**src/rtl/hazard_scoreboard_if.sv**
```systemverilog
// ID-stage hazard query and stall-control bundle between the decode side and the scoreboard.
// master drives the ID instruction fields and freeze/flush requests; slave returns enables and debug counts.
interface hazard_scoreboard_if #(
    parameter int NSTAGE = 5,
    parameter int CNT_W  = 32
);
    logic              id_valid;
    logic [4:0]        rs1_id;
    logic [4:0]        rs2_id;
    logic              rs1_used;
    logic              rs2_used;
    logic [4:0]        rd_id;
    logic              rd_we_id;
    logic              is_load_id;
    logic              is_md_id;
    logic              stall_pipeline;
    logic              flush;
    logic [NSTAGE-1:0] load_en;
    logic              ctrlmux_sel;
    logic              cur_stall;
    logic [1:0]        sd;
    logic [CNT_W-1:0]  raw_stalls;
    logic [CNT_W-1:0]  mem_stalls;
    logic [CNT_W-1:0]  md_stalls;

    modport master (
        output id_valid, rs1_id, rs2_id, rs1_used, rs2_used, rd_id, rd_we_id,
               is_load_id, is_md_id, stall_pipeline, flush,
        input  load_en, ctrlmux_sel, cur_stall, sd, raw_stalls, mem_stalls, md_stalls
    );

    modport slave (
        input  id_valid, rs1_id, rs2_id, rs1_used, rs2_used, rd_id, rd_we_id,
               is_load_id, is_md_id, stall_pipeline, flush,
        output load_en, ctrlmux_sel, cur_stall, sd, raw_stalls, mem_stalls, md_stalls
    );
endinterface

```
**src/rtl/hazard_scoreboard.sv**
```systemverilog
// Per-register countdown scoreboard producing RAW / mul-div-busy / memory stalls for the ID stage.
// Latency: outputs are combinational from scoreboard state and current ID inputs (zero cycles).
// Backpressure: stall_pipeline freezes every stage and all scoreboard state; RAW/busy hold PC and IF/ID only.
module hazard_scoreboard #(
    parameter int NSTAGE       = 5,
    parameter int LOAD_BUBBLES = 1,
    parameter int MD_LAT       = 4,
    parameter int CNT_W        = 32
) (
    input logic                clk,
    input logic                rst_n,
    hazard_scoreboard_if.slave sb
);
    localparam int MAX_LAT = (LOAD_BUBBLES > MD_LAT) ? LOAD_BUBBLES : MD_LAT;
    localparam int TW      = $clog2(MAX_LAT + 1);

    localparam logic [1:0] SD_NONE = 2'd0;
    localparam logic [1:0] SD_RAW  = 2'd1;
    localparam logic [1:0] SD_MEM  = 2'd2;
    localparam logic [1:0] SD_BUSY = 2'd3;

    typedef logic [TW-1:0] tmr_t;

    tmr_t             cnt [1:31];
    tmr_t             md_busy;
    logic [31:0]      pend_vec;
    logic             raw;
    logic             busy;
    logic             fire;
    tmr_t             issue_lat;
    logic [NSTAGE-1:0] load_en;
    logic             ctrlmux_sel;
    logic [1:0]       sd;
    logic [CNT_W-1:0] raw_stalls;
    logic [CNT_W-1:0] mem_stalls;
    logic [CNT_W-1:0] md_stalls;

    // x0 never has an entry, so its pending bit is tied low.
    always_comb begin
        pend_vec    = '0;
        for (int i = 1; i < 32; i++) begin
            pend_vec[i] = (cnt[i] != '0);
        end
    end

    assign raw  = sb.id_valid & ((sb.rs1_used & pend_vec[sb.rs1_id]) |
                                 (sb.rs2_used & pend_vec[sb.rs2_id]));
    assign busy = sb.id_valid & sb.is_md_id & (md_busy != '0);
    assign fire = sb.id_valid & ~sb.stall_pipeline & ~sb.flush & ~raw & ~busy;

    always_comb begin
        issue_lat = '0;
        if (sb.is_load_id) begin
            issue_lat = tmr_t'(LOAD_BUBBLES);
        end else if (sb.is_md_id) begin
            issue_lat = tmr_t'(MD_LAT);
        end
    end

    // A squashed ID instruction never stalls, so flush masks raw/busy.
    always_comb begin
        load_en     = '1;
        ctrlmux_sel = 1'b0;
        sd          = SD_NONE;
        if (sb.stall_pipeline) begin
            load_en = '0;
            sd      = SD_MEM;
        end else if (sb.flush) begin
            sd      = SD_NONE;
        end else if (raw || busy) begin
            load_en[1:0] = 2'b00;
            ctrlmux_sel  = 1'b1;
            sd           = raw ? SD_RAW : SD_BUSY;
        end
    end

    always_ff @(posedge clk or negedge rst_n) begin
        if (!rst_n) begin
            for (int i = 1; i < 32; i++) begin
                cnt[i] <= '0;
            end
            md_busy    <= '0;
            raw_stalls <= '0;
            mem_stalls <= '0;
            md_stalls  <= '0;
        end else begin
            if (!sb.stall_pipeline) begin
                // A fresh issue to rd replaces that entry's own decrement (latest latency wins).
                for (int i = 1; i < 32; i++) begin
                    if (fire && sb.rd_we_id && (sb.rd_id == 5'(i))) begin
                        cnt[i] <= issue_lat;
                    end else if (cnt[i] != '0) begin
                        cnt[i] <= cnt[i] - tmr_t'(1);
                    end
                end
                if (fire && sb.is_md_id) begin
                    md_busy <= tmr_t'(MD_LAT);
                end else if (md_busy != '0) begin
                    md_busy <= md_busy - tmr_t'(1);
                end
            end
            if ((sd == SD_MEM) && (mem_stalls != '1)) begin
                mem_stalls <= mem_stalls + CNT_W'(1);
            end
            if ((sd == SD_RAW) && (raw_stalls != '1)) begin
                raw_stalls <= raw_stalls + CNT_W'(1);
            end
            if ((sd == SD_BUSY) && (md_stalls != '1)) begin
                md_stalls <= md_stalls + CNT_W'(1);
            end
        end
    end

    assign sb.load_en     = load_en;
    assign sb.ctrlmux_sel = ctrlmux_sel;
    assign sb.cur_stall   = sb.stall_pipeline;
    assign sb.sd          = sd;
    assign sb.raw_stalls  = raw_stalls;
    assign sb.mem_stalls  = mem_stalls;
    assign sb.md_stalls   = md_stalls;
endmodule

```
**src/flat_wrapper.sv**
```systemverilog
// flat-port wrapper written by rule: the top's interface ports become plain ports
module hazard_scoreboard_flat 
#(
    parameter int NSTAGE       = 5,
    parameter int LOAD_BUBBLES = 1,
    parameter int MD_LAT       = 4,
    parameter int CNT_W        = 32
)
  (clk, rst_n, sb_id_valid, sb_rs1_id, sb_rs2_id, sb_rs1_used, sb_rs2_used, sb_rd_id, sb_rd_we_id, sb_is_load_id, sb_is_md_id, sb_stall_pipeline, sb_flush, sb_load_en, sb_ctrlmux_sel, sb_cur_stall, sb_sd, sb_raw_stalls, sb_mem_stalls, sb_md_stalls);
  hazard_scoreboard_if #(.NSTAGE(NSTAGE), .CNT_W(CNT_W)) sb_i ();
  input logic clk;
  input logic rst_n;
  input wire logic [$bits(sb_i.id_valid)-1:0] sb_id_valid;
  input wire logic [$bits(sb_i.rs1_id)-1:0] sb_rs1_id;
  input wire logic [$bits(sb_i.rs2_id)-1:0] sb_rs2_id;
  input wire logic [$bits(sb_i.rs1_used)-1:0] sb_rs1_used;
  input wire logic [$bits(sb_i.rs2_used)-1:0] sb_rs2_used;
  input wire logic [$bits(sb_i.rd_id)-1:0] sb_rd_id;
  input wire logic [$bits(sb_i.rd_we_id)-1:0] sb_rd_we_id;
  input wire logic [$bits(sb_i.is_load_id)-1:0] sb_is_load_id;
  input wire logic [$bits(sb_i.is_md_id)-1:0] sb_is_md_id;
  input wire logic [$bits(sb_i.stall_pipeline)-1:0] sb_stall_pipeline;
  input wire logic [$bits(sb_i.flush)-1:0] sb_flush;
  output wire logic [$bits(sb_i.load_en)-1:0] sb_load_en;
  output wire logic [$bits(sb_i.ctrlmux_sel)-1:0] sb_ctrlmux_sel;
  output wire logic [$bits(sb_i.cur_stall)-1:0] sb_cur_stall;
  output wire logic [$bits(sb_i.sd)-1:0] sb_sd;
  output wire logic [$bits(sb_i.raw_stalls)-1:0] sb_raw_stalls;
  output wire logic [$bits(sb_i.mem_stalls)-1:0] sb_mem_stalls;
  output wire logic [$bits(sb_i.md_stalls)-1:0] sb_md_stalls;
  assign sb_i.id_valid = sb_id_valid;
  assign sb_i.rs1_id = sb_rs1_id;
  assign sb_i.rs2_id = sb_rs2_id;
  assign sb_i.rs1_used = sb_rs1_used;
  assign sb_i.rs2_used = sb_rs2_used;
  assign sb_i.rd_id = sb_rd_id;
  assign sb_i.rd_we_id = sb_rd_we_id;
  assign sb_i.is_load_id = sb_is_load_id;
  assign sb_i.is_md_id = sb_is_md_id;
  assign sb_i.stall_pipeline = sb_stall_pipeline;
  assign sb_i.flush = sb_flush;
  assign sb_load_en = sb_i.load_en;
  assign sb_ctrlmux_sel = sb_i.ctrlmux_sel;
  assign sb_cur_stall = sb_i.cur_stall;
  assign sb_sd = sb_i.sd;
  assign sb_raw_stalls = sb_i.raw_stalls;
  assign sb_mem_stalls = sb_i.mem_stalls;
  assign sb_md_stalls = sb_i.md_stalls;
  hazard_scoreboard #(.NSTAGE(NSTAGE), .LOAD_BUBBLES(LOAD_BUBBLES), .MD_LAT(MD_LAT), .CNT_W(CNT_W)) u_core (.clk(clk), .rst_n(rst_n), .sb(sb_i));
endmodule
```
**config.mk**
```make
export PLATFORM = sky130hd
export DESIGN_NAME = hazard_scoreboard_flat
export DESIGN_NICKNAME = d
export VERILOG_FILES = /design/src/rtl/hazard_scoreboard_if.sv /design/src/rtl/hazard_scoreboard.sv /design/src/flat_wrapper.sv
export SDC_FILE = /design/constraint.sdc
export NUM_CORES = 1
export LEC_CHECK = 0
export BUFFER_PORTS_ARGS = -buffer_cell sky130_fd_sc_hd__buf_4
export CAP_MARGIN = 20
export CORE_UTILIZATION = 25
export CTS_CLUSTER_SIZE = 8
export DETAILED_ROUTE_END_ITERATION = 8
export PLACE_DENSITY = 0.45
export RECOVER_POWER = 100
export SLEW_MARGIN = 25
export SYNTH_ARGS = -nofsm -noshare
export SYNTH_HDL_FRONTEND = slang
export SYNTH_SLANG_ARGS = --single-unit
```
**constraint.sdc**
```tcl
create_clock -name clk -period 3.54 [get_ports clk]
set_input_delay 0.531 -clock clk [delete_from_list [all_inputs] [get_ports clk]]
set_output_delay 0.531 -clock clk [all_outputs]
set_load 0.01 [all_outputs]
```
==> impl_metrics.ini, run 1 <==
[power]
report.power.total_mw = 8.408
power_density_nw_per_um2 = 639.2
vdd_drop_max_mv = 0.3401
p_leak_nw = 5.838

[setup_path]
cpMaxStageDelayCell = or3b_1
max_stage_delay_ns = 0.41
path_buf_inv = 2
critPathTopFamily = compound AO/OA/AOI/OAI gates
path_class = register to primary output
timing.rr.end = u_core.cnt[15]$_DFFE_PN0P_
cp.required_ns = 3.01
cp-start-kind = register
rrSetupSlack_ns = 0.32
crit_arrival_ns = 2.90
end_kind = primary output
reg2reg_from = u_core.cnt[12]$_DFFE_PN0P_
crit_chain = inv_1, ha_1, ha_2, mux2i_1, a2111oi_1, or3b_1, o311a_4, and2_4, a31o_4, buf_4
reg2reg_depth = 11
worstPathMaxFanout = 6

[synthesis]
syn_nets = 1229
syn_area_um2 = 11010
yosysMostFrequentCell = dfrtp_1
synth_top_area_frac = 0.4365
synth_mux_area_frac = 0.04376
ys_ff_latch = 192
synth_cells = 1137
synthArstFlopShare = 1.000
ys_warn_count = 0
yosysTopAreaCell = dfrtp_1
ys_types = 58
synth_xor_area_frac = 0.09627
synth-edff-count = 0
ys_seq_area_frac = 0.4365
synth_top_family_by_area = simple AND/OR/NAND/NOR gates
avgSynthCellArea_um2 = 9.682
synth-main-ff-cell = dfrtp_1
synth_commonest_cells = dfrtp_1, inv_1, xnor2_1
synth_compound_area_frac = 0.09775
synthAdderAreaFrac = 0.07615
yosys.area_share.simple = 0.1903
synthTopCellsByArea = dfrtp_1, ha_1, xnor2_1

[place]
gp_congestion = 0.8044
place_inst = 1833
dpl.hpwl_um = 21500
numPortBuffers = 129
pre_cts_ws_ns = 0.2146

[cells_and_area]
layout-drive-gt1-share = 0.1405
finish.utilization = 0.3040
area_delta_synth_final_pct = 19.48
final_cell_count_no_fill = 1873
fin_nets = 1368
num_antenna_cells = 0

[floorplan]
start_util = 0.2544
rows = 76
die_h_um = 211.8
design.core.area_um2 = 43270
ios = 130
die_w_um = 211.8
dieArea_um2 = 44880

[clock_tree]
path_clk_slew_ns = 0.07
cts_tree = built
cts.sinks = 192
clock_latency_ns = 0.49
numCtsBuffers = 17
clock_path_buffers = 2
cts.htree.levels = 4
ctsHoldBuffers = 0
root_buffer = clkbuf_16

[global_route]
grt.overflow.total = 0
grt_pass1_wl_um = 49770
grt.total_usage = 0.1458
grt_pass1_vias = 8843
antenna_found_initial = 0
grt_max_degree = 81

[detailed_routing]
wire_per_inst_um = 16.54
remaining_drc_errors = 0
wirelength_um = 30990
drtIter0Drc = 414
num_vias = 8875
first_pass_iters = 5
ant_nets = 0
vias_per_cell = 4.738

[timing]
period_minus_slack_ns = 3.433
finClkSkew_ns = 0.01234
relSlewSlack = -0.4676
holdWs_ns = 0.4793
hold_viol = 0
tightest_slew_ns = 2.201
setup_viol = 0
fmax_mhz = 291.3
layout_setup_ws_ns = 0.1068
fin_crit_sh = 0.9698
drv_slew = 81

[run_status]
failed_checks = capacitance limit, slew limit
status = finished, violations left

[min_path]
hold_path_depth = 1
min-delay-start = u_core.md_busy[1]$_DFFE_PN0P_
holdCritPathClass = register to register
worstHoldEndpoint = u_core.md_busy[1]$_DFFE_PN0P_

[flow_run]
maxCapViolCount = 1
-- sequential cells by signal, indices dropped and copies added (netlist names) --
signal / count
u_core.sb.mem_stalls: 32
u_core.md_busy: 3
u_core.cnt: 93
u_core.sb.raw_stalls: 32
u_core.sb.md_stalls: 32
-- power breakdown --
part | internal [mW] | total (mW) | leakage [nW] | switching, mW
clock | 1.07 | 2.05 | 0.288 | 0.980
combinational | 1.57 | 3.18 | 3.16 | 1.62
sequential | 2.83 | 3.17 | 2.39 | 0.344
total | 5.47 | 8.41 | 5.84 | 2.94
-- worst max-delay path by stage --
stage                                          start                          to  slack [ns]  depth (start not counted)
after CTS                 u_core.cnt[66]$_DFFE_PN0P_                    sb_sd[1]     0.00006                         10
after floorplan           u_core.cnt[75]$_DFFE_PN0P_                    sb_sd[0]        0.30                         11
after global routing      u_core.cnt[51]$_DFFE_PN0P_                    sb_sd[1]      -0.004                         10
after global placement    u_core.cnt[81]$_DFFE_PN0P_                    sb_sd[0]        0.28                         10
final                     u_core.cnt[57]$_DFFE_PN0P_                    sb_sd[1]        0.11                         10
after detailed placement  u_core.cnt[33]$_DFFE_PN0P_  u_core.cnt[15]$_DFFE_PN0P_        0.21                         11
-- through the flow --
| step | setup TNS [ns] | instance area (um2) |
|---|---|---|
| floorplan | 0 | 11010 |
| global placement | 0 | 12760 |
| detailed placement | 0 | 12760 |
| CTS | 0 | 13390 |
| global route | -0.01007 | 13150 |
| finish | 0 | 13150 |
-- cells by family after synthesis --
family	Yosys count
AOI/OAI and AO/OA	157
adders and majority gates	67
and+or+nand+nor	406
xor gates and xnor gates	121
muxes	32
buffers and inverters	162
DFF	192
-- layer usage --
layer | global-route usage | part of all wire
met5 | 0 | 0
met4 | 0.05722 | 0.016
met3 | 0.03798 | 0.048
met2 | 0.2180 | 0.45
met1 | 0.1996 | 0.49
-- worst register-to-register path: stages (launching register included) --
cell,delay (ns)
dfrtp_1,0.37
inv_1,0.09
ha_1,0.16
ha_1,0.28
mux4_2,0.31
nand3b_1,0.08
o2111ai_1,0.13
o311a_4,0.24
buf_4,0.37
nand3_1,0.19
nor3_2,0.65
a22oi_1,0.20
-- cell type report --
cell class	instances	area [um2]
Tap cell	585	732.0
Clock buffer	18	439.2
Inverter	113	424.2
Multi-Input combinational cell	783	5718
Clock inverter	13	156.4
Sequential cell	192	4805
Timing Repair Buffer	169	878.3
Fill cell	4600	30110
-- cell usage in the layout, fill, tap and decap left out, drive strengths merged, types with 12 or more instances in the layout --
master / instances
nand4: 74
nor2: 86
o21ai: 16
clkbuf: 123
xor2: 34
mux4: 12
dfrtp: 192
ha: 67
nor4: 15
and3: 14
buf: 64
nand3: 69
o22ai: 24
inv: 117
a21oi: 55
nor3: 26
nand2: 67
xnor2: 87
o221a: 25
-- what timing repair did --
action	CTS	global route
buffers inserted	3	6
gates resized for setup	8	32
endpoints found under the setup margin	5	5
pin swaps	0	2
(Power assumes the default switching activity.)
==> inputs of run 2 (changes only) <==
Clock period 3.54 ns to 3.21 ns, I/O delays scaled along.
==> impl_metrics.ini, run 2 (synthesis gave the netlist of run 1 again) <==
[setup_path]
cpMaxStageDelayCell = mux4_2
cp.required_ns = 2.73
path_class = register to primary output
worstPathMaxFanout = 5
crit_arrival_ns = 2.82
crit_chain = inv_1, ha_1, ha_2, mux4_2, and3_4, o311a_4, and2_4, a31o_4, buf_6
cp-start-kind = register
max_stage_delay_ns = 0.45
end_kind = primary output

[run_status]
status = finished, violations left
failed_checks = setup timing

[global_route]
grt.total_usage = 0.1493
antenna_found_initial = 0
grt.overflow.total = 0
grt_pass1_vias = 9069
grt_pass1_wl_um = 50960
grt_max_degree = 58

[clock_tree]
clock_latency_ns = 0.49
cts.htree.levels = 4
numCtsBuffers = 17
cts.sinks = 192
cts_tree = built
clock_path_buffers = 2
root_buffer = clkbuf_16
path_clk_slew_ns = 0.08

[timing]
holdWs_ns = 0.4590
fin_crit_sh = 1.028
layout_setup_ws_ns = -0.09013
relSlewSlack = 0.07962
drv_slew = 0
hold_viol = 0
tightest_slew_ns = 1.381
fmax_mhz = 303.0
period_minus_slack_ns = 3.300
finClkSkew_ns = 0.01135
rsz0062_at_grt = yes
setup_viol = 5

[detailed_routing]
wire_per_inst_um = 16.58
wirelength_um = 31610
vias_per_cell = 4.790
first_pass_iters = 5
remaining_drc_errors = 0
num_vias = 9135
drtIter0Drc = 550
ant_nets = 0

[cells_and_area]
fill_cells = 4598
area_delta_synth_final_pct = 22.71
num_antenna_cells = 0
largest_reg_flops = 93
layout_commonest_cell = dfrtp_1
regArea_um2 = 4805
fin_nets = 1401
multi_input_area_um2 = 5758
layout-drive-gt1-share = 0.1687
regMostFlops = u_core.cnt
most-common-layout-cells = dfrtp_1, inv_1, clkbuf_1

[min_path]
holdCritPathClass = primary input to register

[place]
numPortBuffers = 129
dpl.hpwl_um = 22240
gp_congestion = 0.8075

[floorplan]
design.core.area_um2 = 43270
ios = 130
rows = 76
die_h_um = 211.8
dieArea_um2 = 44880
start_util = 0.2544
die_w_um = 211.8

[power]
power_density_nw_per_um2 = 699.6
p_leak_nw = 6.032
report.power.total_mw = 9.450
vdd_drop_max_mv = 0.4132

[flow_run]
maxCapViolCount = 0
[run 2: cell count changes in the layout (fill, tap and decap cells not counted), moves of 3 or more]
cell,before,now
buf_4,64,94
ha_2,18,22
ha_1,44,40
buf_12,0,3
inv_8,1,4
[run 2: path summary, 6_finish.rpt]
check | from | to | slack [ns] | cells past startpoint
min | sb_is_md_id | u_core.md_busy[2]$_DFFE_PN0P_ | 0.46 | 4
max reg2reg | u_core.cnt[12]$_DFFE_PN0P_ | u_core.sb.md_stalls[10]$_DFFE_PN0P_ | 0.17 | 13
min in group asynchronous | rst_n | u_core.cnt[64]$_DFFE_PN0P_ | 0.85 | 2
min reg2reg | u_core.md_busy[1]$_DFFE_PN0P_ | u_core.md_busy[1]$_DFFE_PN0P_ | 0.49 | 1
max | u_core.cnt[75]$_DFFE_PN0P_ | sb_sd[1] | -0.09 | 9
max in group asynchronous | rst_n | u_core.sb.mem_stalls[17]$_DFFE_PN0P_ | 0.72 | 3
[run 2: final cells by class]
type | count | area share
clock buffer | 18 | 0.03177
clock inverter | 14 | 0.01306
inverter | 113 | 0.03140
multi-input combinational | 783 | 0.4263
sequential | 192 | 0.3557
tap | 585 | 0.05419
timing repair buffer | 202 | 0.08763
[run 2: stage by stage]
stage	area, um2	setup slack [ns]	instances	TNS [ns]	util
finish	13510	-0.09013	1907	-0.2635	0.3122
global route	13510	-0.1863	1907	-0.7853	0.3122
CTS	13810	-0.1398	1902	-0.5573	0.3193
detailed placement	12970	0.03190	1856	0	0.2997
global placement	12970	0.03574	1856	0	0.2997
floorplan	11010	0.02251	1137	0	-
[run 2: metal layers]
| layer | up-vias | track usage | wire (um) |
|---|---|---|---|
| li1 | 4378 | - | - |
| met1 | 4526 | 0.2038 | 15410 |
| met2 | 198 | 0.2233 | 13940 |
| met3 | 33 | 0.03976 | 1675 |
| met4 | 0 | 0.05797 | 592 |
| met5 | - | 0 | 0 |
[run 2: worst max-delay path: cells and delay by family (launching register included)]
kind                       cells  cell delay, ns
buffers and inverters          2            0.17
and+or+nand+nor                2            0.38
AOI/OAI and AO/OA              2            0.60
muxes                          1            0.45
adders and majority gates      2            0.39
DFF                            1            0.35
[run 2: timing repair]
action	in CTS	in global routing
hold buffers	1	0
hold endpoints to repair	46	0
gates resized for setup	35	16
endpoints found under the setup margin	5	10
pin swaps	10	4
setup buffers	13	5
[run 2: where the power goes]
| part | leakage (nW) | internal [mW] | total [mW] | switching (mW) |
|---|---|---|---|---|
| clock | 0.291 | 1.18 | 2.27 | 1.09 |
| combinational | 3.36 | 1.85 | 3.68 | 1.83 |
| sequential | 2.39 | 3.12 | 3.50 | 0.378 |
